**src/rtl/note_sequencer.sv**
```systemverilog
// Note sequencer: takes {note, duration} commands, fetches the step size from a
// 1-cycle ROM, ticks sine_reader once per sample period and ends the note on beats.
module note_sequencer #(
  parameter int unsigned SAMPLE_DIV = 2083,
  parameter int unsigned NOTE_W     = 6,
  parameter int unsigned DUR_W      = 6
) (
  input  logic              clk,
  input  logic              reset,
  input  logic              play_enable,
  input  logic              beat,
  input  logic              load_valid,
  input  logic [NOTE_W-1:0] load_note,
  input  logic [DUR_W-1:0]  load_duration,
  output logic              load_ready,
  output logic [NOTE_W-1:0] rom_addr,
  input  logic [19:0]       rom_step,
  output logic [19:0]       step_size,
  output logic              generate_next,
  input  logic              sample_ready,
  output logic              playing,
  output logic              note_done,
  output logic              overrun
);

  localparam int unsigned      DIV_W    = (SAMPLE_DIV > 1) ? $clog2(SAMPLE_DIV) : 1;
  localparam logic [DIV_W-1:0] DIV_LAST = DIV_W'(SAMPLE_DIV - 1);

  typedef enum logic [2:0] {
    S_IDLE,
    S_FETCH,
    S_LATCH,
    S_PLAY,
    S_DONE
  } state_e;

  state_e             state_q, state_d;
  logic [NOTE_W-1:0]  note_q, note_d;
  logic [DUR_W-1:0]   cnt_q, cnt_d;
  logic [19:0]        step_q, step_d;
  logic [DIV_W-1:0]   div_q, div_d;
  logic               gen_q, gen_d;
  logic               outst_q, outst_d;
  logic               ovr_q, ovr_d;

  always_comb begin
    state_d = state_q;
    note_d  = note_q;
    cnt_d   = cnt_q;
    step_d  = step_q;
    div_d   = div_q;
    gen_d   = 1'b0;

    unique case (state_q)
      S_IDLE: begin
        if (load_valid) begin
          note_d  = load_note;
          cnt_d   = load_duration;
          state_d = S_FETCH;
        end
      end
      S_FETCH: state_d = S_LATCH;
      S_LATCH: begin
        step_d  = (note_q == '0) ? '0 : rom_step;
        div_d   = '0;
        state_d = (cnt_q == '0) ? S_DONE : S_PLAY;
      end
      S_PLAY: begin
        if (play_enable) begin
          // The tick is registered, so it shows in the cycle the divider reads 0.
          gen_d = (div_q == DIV_LAST);
          div_d = (div_q == DIV_LAST) ? '0 : div_q + 1'b1;
          if (beat && (cnt_q != '0)) begin
            cnt_d = cnt_q - 1'b1;
            if (cnt_q == DUR_W'(1)) state_d = S_DONE;
          end
        end
      end
      S_DONE:  state_d = S_IDLE;
      default: state_d = S_IDLE;
    endcase

    // A new request wins over a same-cycle answer to the previous one.
    outst_d = gen_q ? 1'b1 : (sample_ready ? 1'b0 : outst_q);
    ovr_d   = ovr_q | (gen_q & outst_q & ~sample_ready);
  end

  always_ff @(posedge clk or posedge reset) begin
    if (reset) begin
      state_q <= S_IDLE;
      note_q  <= '0;
      cnt_q   <= '0;
      step_q  <= '0;
      div_q   <= '0;
      gen_q   <= 1'b0;
      outst_q <= 1'b0;
      ovr_q   <= 1'b0;
    end else begin
      state_q <= state_d;
      note_q  <= note_d;
      cnt_q   <= cnt_d;
      step_q  <= step_d;
      div_q   <= div_d;
      gen_q   <= gen_d;
      outst_q <= outst_d;
      ovr_q   <= ovr_d;
    end
  end

  assign load_ready    = (state_q == S_IDLE);
  assign rom_addr      = note_q;
  assign step_size     = step_q;
  assign generate_next = gen_q;
  assign playing       = (state_q == S_PLAY);
  assign note_done     = (state_q == S_DONE);
  assign overrun       = ovr_q;

endmodule
```
**config.mk**
```make
export PLATFORM = sky130hd
export DESIGN_NAME = note_sequencer
export DESIGN_NICKNAME = d
export VERILOG_FILES = /design/src/rtl/note_sequencer.sv
export SDC_FILE = /design/constraint.sdc
export NUM_CORES = 1
export LEC_CHECK = 0
export ABC_AREA = 1
export BUFFER_PORTS_ARGS = -buffer_cell sky130_fd_sc_hd__buf_4
export CELL_PAD_IN_SITES_DETAIL_PLACEMENT = 1
export CELL_PAD_IN_SITES_GLOBAL_PLACEMENT = 1
export CORE_AREA = 5 5 101 75
export CTS_CLUSTER_DIAMETER = 30
export DETAILED_ROUTE_END_ITERATION = 8
export DIE_AREA = 0 0 106 80
export HOLD_SLACK_MARGIN = 0.08
export PLACE_DENSITY = 0.83
export REMOVE_ABC_BUFFERS = 1
export SKIP_CTS_REPAIR_TIMING = 1
export SLEW_MARGIN = 20
export SYNTH_ARGS = -nofsm -noshare
export SYNTH_HDL_FRONTEND = slang
export SYNTH_SLANG_ARGS = --single-unit
```
**constraint.sdc**
```tcl
create_clock -name clk -period 3.4 [get_ports clk]
set_input_delay 0.51 -clock clk [delete_from_list [all_inputs] [get_ports clk]]
set_output_delay 0.51 -clock clk [all_outputs]
set_load 0.05 [all_outputs]
```
==> results.cfg <==
[grt]
grt_max_degree = 51
grt_util_all_layers = 0.178
grt_pass1_vias = 2520
grt_overflow_total = 0
grt_pass1_wl_um = 12100
antenna_found_initial = 0

[setup_path]
cp_data_arrival_time_ps = 1590
endpoint_kind = output pin
r2r_slack_ps = 1580
worstSetupPathType = flip-flop to output pin
start_kind = flip-flop
critPathMaxFanout = 11
rr_worst_depth = 6
crit_required_ps = 2890
r2r-end = div_q[5]$_DFFE_PP0P_
r2r-start = state_q[2]$_DFFE_PP0P_

[clock_network]
clkTransAtPathRegs_ps = 100
root_buffer = clkbuf_8
clkLatencyLatePin_ps = 310
cts_tree = done
numCtsBuffers = 5
clk_path_buf_depth = 2
htree_levels = 2
cts_sinks = 50

[timing]
hold_violations = 0
slew_viol_final = 0
fmax_mhz = 477
worst_clock_skew_ps = 13.4
worst_pin_slew_ps = 862
fin_crit_ps = 2100
slew-limit-headroom = 0.425
grt_setup_unrepaired = no
finalSetupViolations = 0
finalCritPeriodShare = 0.617
timing.setup.tns_ps = 0

[yosys]
synth_seq_area_share = 0.485
synth_cell_type_count = 26
synth_area_um2 = 2580
avgSynthCellArea_um2 = 8.21
netlist_instances = 314
yosys_warnings = 0
ys_ff_latch = 50

[power_and_ir_drop]
peakVddDrop_uv = 582
total_leakage_power_nw = 1.65
power_density_nw_per_um2 = 1020

[drt]
vias = 2348
drc = 0
ant_nets = 0
drt-total-wl_um = 6950
drt_iter0_markers = 55
firstDrtPassIters = 4
viasPerCell = 5.09
wl_per_cell_um = 15.1

[run_status]
status = completed

[die]
die_area_um2 = 8480
ios = 69
die_h_um = 80
fp-row-count = 25
die_w_um = 106
design.core.area_um2 = 6510
start_util = 0.396

[place]
dp_hpwl_um = 5280
numPortBuffers = 68
routabilityCongestion = 0.852

[layout]
layout.nets = 422
syn_to_final_growth_pct = 25.5
postLayoutCoreUtil = 0.498
antennaDiodeCount = 0
drive_gt1_frac = 0.268

[hold_path]
holdCritPathClass = input port to asynchronous set/reset pin

[run]
cap_violations = 0
## logic make-up after synthesis
logic type	share of synthesized area
xor+xnor	0.0204
fa+ha+maj	0.0243
simple gates	0.297
compound gates	0.0815
buf+inv	0.0650
flops	0.485
mux	0.0262
## stage by stage
stage	cells	hold slack, ps	setup WS (ps)	area (um^2)	power (W)
finish	461	347	1300	3240	0.00331
global route	461	414	1200	3240	0.00357
CTS	461	410	1300	3240	0.00335
detailed placement	453	463	1580	3140	0.00296
global placement	453	449	1670	3140	0.00289
floorplan	302	436	1160	2510	0.00234
## power by group
group	total, W	internal (W)	switching (W)
sequential	0.000987	0.000817	0.000170
combinational	0.00195	0.000580	0.00137
clock	0.000378	0.000168	0.000211
## layout by cell type (no fill, tap or decap)
master	count
dfrtp_1	50
nor2_4	2
nand2_2	6
nand2_1	89
nand4_1	5
clkbuf_8	6
clkinv_2	1
buf_4	70
xnor2_1	2
ha_1	5
inv_1	24
nor2_1	27
nand3_1	34
xor2_1	4
a21oi_4	2
o21bai_1	1
nor2_2	2
o21ai_0	28
nor4_1	1
mux2_2	6
nand3_2	3
nor3_1	2
inv_2	1
clkinv_4	2
o21ai_1	2
a21oi_1	4
nand2_4	1
## worst max-delay path by stage
stage                           start              endpoint  slack [ps]  cells past startpoint
6_report       state_q[1]$_DFFE_PP0P_               playing        1300                      3
5_1_grt        state_q[1]$_DFFE_PP0P_               playing        1200                      3
4_1_cts        state_q[1]$_DFFE_PP0P_               playing        1300                      3
3_5_place_dp   state_q[2]$_DFFE_PP0P_  div_q[5]$_DFFE_PP0P_        1580                      6
3_3_place_gp   state_q[1]$_DFFE_PP0P_               playing        1670                      3
2_1_floorplan  state_q[0]$_DFFE_PP0P_             note_done        1160                      1
## flip-flops by register name (all words and copies together) (netlist names)
name           count
step_size         20
div_q             12
cnt_q              6
rom_addr           6
state_q            3
generate_next      1
outst_q            1
overrun            1
## metal layers
metal,GRT usage,part of all wire
met4,0.0440,0.0075
met2,0.264,0.44
met5,0,0
met3,0.0477,0.065
met1,0.257,0.49
## synth_stat cells
master	count	area, um^2
nand4_1	5	31.3
a21oi_1	4	20.0
nand3_1	34	170
nor2_1	27	101
mux2_2	6	67.6
ha_1	5	62.6
xnor2_1	2	17.5
o21ai_0	28	140
a21oi_4	2	32.5
nor2_2	2	12.5
nand2_2	6	37.5
clkbuf_1	7	26.3
o21bai_1	1	7.51
inv_1	25	93.8
nand2_4	1	11.3
nor4_1	1	6.26
nand2_1	89	334
xor2_1	4	35.0
buf_2	2	10.0
buf_6	3	33.8
dfrtp_1	50	1250
nor3_1	2	10.0
nand3_2	3	30.0
nor2_4	2	22.5
inv_2	1	3.75
o21ai_1	2	10.0
## cell type report
class / count / area [um^2]
repair buffers: 70 / 526
fillers: 784 / 3270
multi-input cells: 226 / 1160
inverters: 26 / 98.8
clock buffers: 6 / 82.6
well taps: 81 / 101
clock inverters: 2 / 17.5
flip-flops and latches: 50 / 1250
## worst max-delay path, stage by stage, from the launching register on
cell	delay (ps)
dfrtp_1	430
nand2_1	80
nor2_2	450
buf_4	310
No activity file was read; power rests on OpenSTA's default activity.
